### src/rtl/datapath_if.sv
// datapath_if: start/operand request and product/done response of the Booth multiplier
interface datapath_if #(parameter int N = 8);
  logic           start;
  logic [N-1:0]   a_in;
  logic [N-1:0]   b_in;
  logic [2*N-1:0] result;
  logic           done;
  modport master (output start, a_in, b_in, input result, done);
  modport slave (input start, a_in, b_in, output result, done);
endinterface

### src/rtl/datapath.sv
// datapath: sequential radix-2 Booth signed multiplier, one Booth step per clock, N steps per product
module datapath_reg #(parameter int W = 8) (
  input  logic         clk,
  input  logic         reset,
  input  logic         i_en,
  input  logic [W-1:0] i_d,
  output logic [W-1:0] inp_out
);
  always_ff @(posedge clk)
    if (!reset) inp_out <= '0;
    else if (i_en) inp_out <= i_d;
endmodule

module datapath_cnt #(parameter int W = 4) (
  input  logic         clk,
  input  logic         reset,
  input  logic         i_ld,
  input  logic         i_dec,
  input  logic [W-1:0] i_n,
  output logic [W-1:0] Counter_out
);
  always_ff @(posedge clk)
    if (!reset) Counter_out <= '0;
    else if (i_ld) Counter_out <= i_n;
    else if (i_dec) Counter_out <= Counter_out - W'(1);
endmodule

module datapath #(parameter int N = 8) (
  input  logic       clk,
  input  logic       reset,
  datapath_if.slave  bus
);
  localparam int CW = $clog2(N + 1);
  typedef enum logic {IDLE, RUN} state_t;
  state_t        r_state;
  logic [N:0]    r_acc;
  logic          r_q1;
  logic [N-1:0]  w_m, w_q, w_q_nx, w_q_d;
  logic [CW-1:0] w_cnt;
  logic [N:0]    w_m_ext, w_sum, w_acc_nx;
  logic          w_ld, w_run;
  assign w_ld  = (r_state == IDLE) && bus.start;
  assign w_run = (r_state == RUN);
  // M sign-extended to N+1 bits so that subtracting -2^(N-1) cannot overflow A
  assign w_m_ext  = {w_m[N-1], w_m};
  assign w_sum    = ({w_q[0], r_q1} == 2'b01) ? r_acc + w_m_ext :
                    ({w_q[0], r_q1} == 2'b10) ? r_acc - w_m_ext : r_acc;
  assign w_acc_nx = {w_sum[N], w_sum[N:1]};
  assign w_q_nx   = {w_sum[0], w_q[N-1:1]};
  assign w_q_d    = w_ld ? bus.b_in : w_q_nx;
  datapath_reg #(.W(N)) reg_a (
    .clk(clk), .reset(reset), .i_en(w_ld), .i_d(bus.a_in), .inp_out(w_m)
  );
  datapath_reg #(.W(N)) reg_b (
    .clk(clk), .reset(reset), .i_en(w_ld || w_run), .i_d(w_q_d), .inp_out(w_q)
  );
  datapath_cnt #(.W(CW)) Counter1 (
    .clk(clk), .reset(reset), .i_ld(w_ld), .i_dec(w_run), .i_n(CW'(N)), .Counter_out(w_cnt)
  );
  always_ff @(posedge clk)
    if (!reset) begin
      r_state    <= IDLE;
      r_acc      <= '0;
      r_q1       <= 1'b0;
      bus.result <= '0;
      bus.done   <= 1'b0;
    end else begin
      bus.done <= 1'b0;
      if (w_ld) begin
        r_state <= RUN;
        r_acc   <= '0;
        r_q1    <= 1'b0;
      end else if (w_run) begin
        r_acc <= w_acc_nx;
        r_q1  <= w_q[0];
        if (w_cnt == CW'(1)) begin
          bus.result <= {w_acc_nx[N-1:0], w_q_nx};
          bus.done   <= 1'b1;
          r_state    <= IDLE;
        end
      end
    end
endmodule

### src/flat_wrapper.sv
// flat-port wrapper written by rule: the top's interface ports become plain ports
module datapath_flat 
#(parameter int N = 8)
  (clk, reset, bus_start, bus_a_in, bus_b_in, bus_result, bus_done);
  datapath_if #(.N(N)) bus_i ();
  input  logic clk;
  input  logic reset;
  input wire logic [$bits(bus_i.start)-1:0] bus_start;
  input wire logic [$bits(bus_i.a_in)-1:0] bus_a_in;
  input wire logic [$bits(bus_i.b_in)-1:0] bus_b_in;
  output wire logic [$bits(bus_i.result)-1:0] bus_result;
  output wire logic [$bits(bus_i.done)-1:0] bus_done;
  assign bus_i.start = bus_start;
  assign bus_i.a_in = bus_a_in;
  assign bus_i.b_in = bus_b_in;
  assign bus_result = bus_i.result;
  assign bus_done = bus_i.done;
  datapath #(.N(N)) u_core (.clk(clk), .reset(reset), .bus(bus_i));
endmodule
### config.mk
export PLATFORM = sky130hd
export DESIGN_NAME = datapath_flat
export DESIGN_NICKNAME = d
export VERILOG_FILES = /design/src/rtl/datapath_if.sv /design/src/rtl/datapath.sv /design/src/flat_wrapper.sv
export SDC_FILE = /design/constraint.sdc
export NUM_CORES = 1
export LEC_CHECK = 0
export BUFFER_PORTS_ARGS = -buffer_cell sky130_fd_sc_hd__buf_2
export CAP_MARGIN = 40
export CORE_MARGIN = 8
export CORE_UTILIZATION = 57
export CTS_BUF_LIST = sky130_fd_sc_hd__clkbuf_4 sky130_fd_sc_hd__clkbuf_8 sky130_fd_sc_hd__clkbuf_16
export CTS_CLUSTER_DIAMETER = 150
export DETAILED_ROUTE_END_ITERATION = 10
export PLACE_DENSITY = 0.79
export SETUP_SLACK_MARGIN = 0.5
export SYNTH_ARGS = -nofsm -noshare
export SYNTH_HDL_FRONTEND = slang
export SYNTH_SLANG_ARGS = --single-unit
### constraint.sdc
create_clock -name clk -period 4.7 [get_ports clk]
set_clock_uncertainty 0.15 [all_clocks]
set_input_delay 0.235 -clock clk [delete_from_list [all_inputs] [get_ports clk]]
set_output_delay 0.235 -clock clk [all_outputs]
set_load 0.01 [all_outputs]
### Word level (Yosys, flattened, before mapping)

Cells that the tools add are included.

| word-level totals | value |
|---|---|
| flip-flop bits (word level) | 47 |
| latch bits | 0 |
| memory bits (writable) | 0 |
| memory bits (read-only) | 0 |
| input port bits | 19 |
| word-level logic and storage cells | 33 |
| memories kept | 0 |

| operators by class | value |
|---|---|
| $add $sub $neg | 3 |
| multipliers | 0 |
| div/mod/pow operators | 0 |
| order comparisons | 0 |
| equality and inequality tests | 3 |
| shifts and indexed selects | 0 |
| multiplexer cells | 9 |
| bitwise operators | 3 |
| reduce and logical (&&, ||, !) cells | 6 |

Operators with widths:

| cell | number |
|---|---|
| $mux W9 | 2 |
| $add A8 B8 Y9 | 1 |
| $sub A8 B8 Y9 | 1 |
| $mux W4 | 2 |
| $mux W8 | 1 |
| $eq A4 B1 Y1 const B | 1 |
| $mux W1 | 4 |
| $sub A4 B1 Y4 const B | 1 |
| $not A1 Y1 | 3 |
| $reduce_and A3 Y1 | 1 |
| $reduce_or A3 Y1 | 1 |
| $eq A2 B1 Y1 const B | 1 |
| $eq A2 B2 Y1 const B | 1 |
| $reduce_bool A2 Y1 | 1 |
| $reduce_or A2 Y1 | 1 |
| $logic_and A1 B1 Y1 | 1 |
| $logic_or A1 B1 Y1 | 1 |

### Logic depth before layout (Yosys ltp)

| logic depth | value |
|---|---|
| word-level depth | 4 |
| depth in mapped cells | 9 |
| mapped depth without buffers | 9 |

### Hierarchy

A second synthesis with hierarchy kept.

| unflattened totals | value |
|---|---|
| cells, all modules | 345 |
| area total of the unflattened synthesis | 2,947.8 um^2 |

Modules (own cells, without submodules):

| module | times used | cells an instance | area an instance (um^2) |
|---|---|---|---|
| datapath | 1 | 271 | 2,127.0 |
| datapath_reg | 2 | 25 | 301.5 |
| datapath_cnt | 1 | 24 | 217.7 |

### Worst setup path before layout

Ideal clock, no wire load.

| timing path | value |
|---|---|
| path kind | reg-to-reg |
| start point | register u_core.r_acc[0] |
| end point | register u_core.r_acc[3] |
| arrival | 1,787 ps |
| data required time | 4,410 ps |
| path slack | 2,623 ps |
| stages on the path, launching flop included | 8 |
| cell sequence | dfxtp_1 > ha_1 > fa_1 > nor2b_1 > o21ai_0 > a211oi_1 > a2111oi_2 > a31oi_1 |

| on the way | value |
|---|---|
| word-level cells in the longest chain between the ends | 3 |

RTL lines:

| what | RTL line | text |
|---|---|---|
| start: declaration | datapath.sv:36 | `logic [N:0] r_acc;` |
| start signal: assignment | datapath.sv:74 | `r_acc <= w_acc_nx;` |
| $sub A8 B8 Y9 | datapath.sv:47 | `({w_q[0], r_q1} == 2'b10) ? r_acc - w_m_ext : r_acc;` |
| $mux W9 | datapath.sv:47 |  |
| $mux W9 * | datapath.sv:46 | `assign w_sum = ({w_q[0], r_q1} == 2'b01) ? r_acc + w_m_ext :` |

Mark *: on every way between the ends. The rest lies on a longest branch, timed or not.
A chain may end at the register's enable or synchronous reset.

### Worst setup path after layout

| timing path | value |
|---|---|
| start point | register u_core.r_state |
| end point | register u_core.bus.result[12] |

| on the way | value |
|---|---|
| word-level cells in the longest chain between the ends | 4 |

RTL lines:

| what | RTL line | text |
|---|---|---|
| start: declaration | datapath.sv:35 | `state_t r_state;` |
| start signal: assignment | datapath.sv:62 | `r_state <= IDLE;` |
| start signal: assignment | datapath.sv:70 | `r_state <= RUN;` |
| start signal: assignment | datapath.sv:79 | `r_state <= IDLE;` |
| $not A1 Y1 (no line) | -- |  |
| $logic_and A1 B1 Y1 | datapath.sv:42 | `assign w_ld = (r_state == IDLE) && bus.start;` |
| $not A1 Y1 (no line) | -- |  |
| $reduce_and A3 Y1 (no line) * | -- |  |
| end signal: assignment | datapath.sv:77 | `bus.result <= {w_acc_nx[N-1:0], w_q_nx};` |
| end: declaration | datapath_if.sv:9 | `modport slave (input start, a_in, b_in, output result, done);` |

Marked as above.

==> metrics.md <==
| Metric | Value |
|---|---|
| Status | `finished clean` |
| CP Max Fanout | `40` |
| Share of cells above drive strength 1 | `14.75%` |
| CP Class | `reg2reg` |
| Register area share after synthesis | `33.24%` |
| Synthesized Nets | `between 300 and 400` |
| First-pass GRT wire length | `11020 µm` |
| GR Util met1 | `24.09%` |
| Setup_tns | `0 ns` |
| Dominant cell type by area after synthesis | `dfxtp_1` |
| Mapped Avg Cell Area | `8.251 µm²` |
| HPWL after detailed placement | `4723 µm` |
| Async S/R FF share, synth | `0%` |
| Clock buffer depth | `2` |
| FP Rows | `25` |
| GRT Max-Usage Layer | `met2` |
| Area contributors post-synth | `dfxtp_1 33%, ha_1 8.0%, nand2_1 7.2%, a21boi_0 5.0%, mux2i_1 4.6%` |
| H-tree levels | `2` |
| TritonCTS buffer count | `5` |
| Startpoint Class | `register` |
| Port buffer count | `35` |
| HP Class | `in2reg` |
| First drt pass iteration count | `4` |
| Pin count of the biggest net entering global routing | `41` |
| Later-pin clock latency in the skew report | `0.31 ns` |
| DR vias/cell | `5.700` |
| Fin worst setup slack | `between 2 and 2.5 ns` |
| Setup bufs post-CTS | `0` |
| Netlist cell types | `between 50 and 60` |
| Post-CTS sizing | `0` |
| Final Power | `around 910 µW` |
| Clock Sink Count | `47` |
| Cts hold-fix bufs | `0` |
| Core area | `roughly 4800 µm²` |
| Met2 GRT Util | `between 20 and 30%` |
| DRC | `0` |
| Placer congestion estimate | `0.9448` |
| Fin area | `3122 µm²` |
| Cells after synthesis | `343` |
| Initial core utilization | `59.53%` |
| Antenna violations before repair | `0` |
| Dpl ws | `2.394 ns` |
| Share of the synthesized area in the top cell type | `33.24%` |
| CP Capture Type | `register` |
| Worst-path clk slew | `approximately 0.11 ns` |
| Min Tclk post-route | `2.354 ns` |
| Vias in the first global route | `2331` |
| Worst rel slew slack | `36.08%` |
| Commonest non-fill, non-tap cell in the layout | `nand2_1` |
| Area Growth Syn to Fin | `10.30%` |
| CTS tree | `built` |
| Die area | `7476 µm²` |
| Antenna diodes | `0` |
| Period utilization | `about half` |
| DR vias | `2468` |
| Fmax | `approximately 420 MHz` |
| Met3 Track Usage GR | `4.159%` |
| Synth warn | `0` |
| EDFF count, synth | `0` |
| Hold slack | `approximately 0.0061 ns` |
| Die Wd | `86.47 µm` |
| P_leak | `0.001286 µW` |
| WL/cell | `15.27 µm` |
| Worst path arrival time | `approximately 2.4 ns` |
| Dpl cell area | `3005 µm²` |
| Yosys reg bits | `47` |
| Commonest non-fill, non-tap cells in the layout | `54 x nand2_1, 47 x dfxtp_1, 35 x buf_2` |
| Total GRT Usage | `between 10% and 20%` |
| Top_reg_cell synth | `dfxtp_1` |
| WL final | `6613 µm` |
| Final slew viol count | `0` |
| Syn Std Cell Area | `2830 µm²` |
| Peak VDD IR | `268.0 µV` |
| RSZ-0062 raised after global routing | `false` |
| Required time worst endpoint | `4.78 ns` |
| Final Hold Fails | `0` |
| PwrDens | `292.9 nW/µm²` |
| Die H | `roughly 86 µm` |
| Antenna viol nets, final | `0` |
| Global route overflow | `0` |
| Setup Viol. Count Final | `0` |
| Final #Nets | `404` |
| IO Count | `36` |
| Initial drt markers | `roughly 270` |
| Max Cap Viol | `0` |
| Slew @ Worst Pin | `0.9453 ns` |
| CTS Root Cell | `clkbuf_8` |
==> critical path: stages, from the launching register on <==
cell	delay (ns)
dfxtp_1	0.32
buf_4	0.33
nor4bb_2	0.83
buf_4	0.32
nand2_1	0.11
o31ai_2	0.20
==> final timing paths <==
| kind | from | endpoint | slack (ns) | cells after the start |
|---|---|---|---|---|
| setup reg to reg | u_core.r_state$_SDFF_PN0_ | u_core.bus.result[12]$_SDFFE_PN0P_ | 2.35 | 5 |
| hold reg to reg | u_core.bus.result[4]$_SDFFE_PN0P_ | u_core.bus.result[4]$_SDFFE_PN0P_ | 0.31 | 2 |
| setup / recovery | u_core.r_state$_SDFF_PN0_ | u_core.bus.result[12]$_SDFFE_PN0P_ | 2.35 | 5 |
| hold / removal | bus_a_in[5] | u_core.reg_a.inp_out[5]$_SDFFE_PN0P_ | 0.006 | 3 |
==> cell type report <==
type | count | area (µm²)
fill | 439 | 1633
clock buffer | 5 | 68.82
tap | 67 | 83.83
sequential | 47 | 940.9
multi-input combinational | 257 | 1727
clock inverter | 3 | 47.55
inverter | 17 | 63.81
timing repair buffer | 37 | 190.2
==> metal layers <==
metal	wire, µm	up-vias	part of all wire (%)
li1	-	1236	-
met1	3050	1138	46
met2	2940	79	44
met3	459	15	6.9
met4	163	0	2.5
met5	0	-	0
==> cells in the mapped netlist, types with 3 or more instances <==
cell	count
a31oi_1	5
nand2b_1	6
nand3_1	4
xnor2_1	5
dfxtp_1	47
nor2_1	15
inv_1	17
mux2i_1	13
buf_2	5
clkbuf_1	12
and2_1	10
o21ai_0	22
nor2b_1	9
a21boi_0	19
a21oi_1	14
a211oi_1	5
nor3_1	10
ha_1	18
o21a_1	3
o211ai_1	4
o22ai_1	4
nand2_1	54
==> report_power, final <==
group          switching, µW  internal [µW]  total [µW]  leakage (µW)
clock network            153            162         315     0.0000587
logic                   95.8           70.5         166      0.000844
registers               17.9            415         433      0.000383
total                    267            647         914       0.00129
==> sequential cells by signal, indices dropped and copies added (netlist names) <==
register	count
u_core.r_q1	1
u_core.reg_a.inp_out	8
u_core.bus.result	16
u_core.r_state	1
u_core.r_acc	8
u_core.bus.done	1
u_core.reg_b.inp_out	8
u_core.Counter1.Counter_out	4
==> cell families after synthesis <==
group	after synthesis	share of synthesized area, %
and+or+nand+nor	121	20.73
AOI/OAI and AO/OA	95	23.34
DFF	47	33.24
buffers and inverters	39	5.967
adders and majority gates	20	9.372
muxes	13	4.598
xor gates and xnor gates	8	2.741
==> per-stage QoR <==
stage	util (%)	std cells
finish	65.66	433
global route	65.66	433
CTS	65.66	433
detailed placement	63.21	425
global placement	63.21	425
floorplan	-	343
Power figures use the tool's default switching activity.
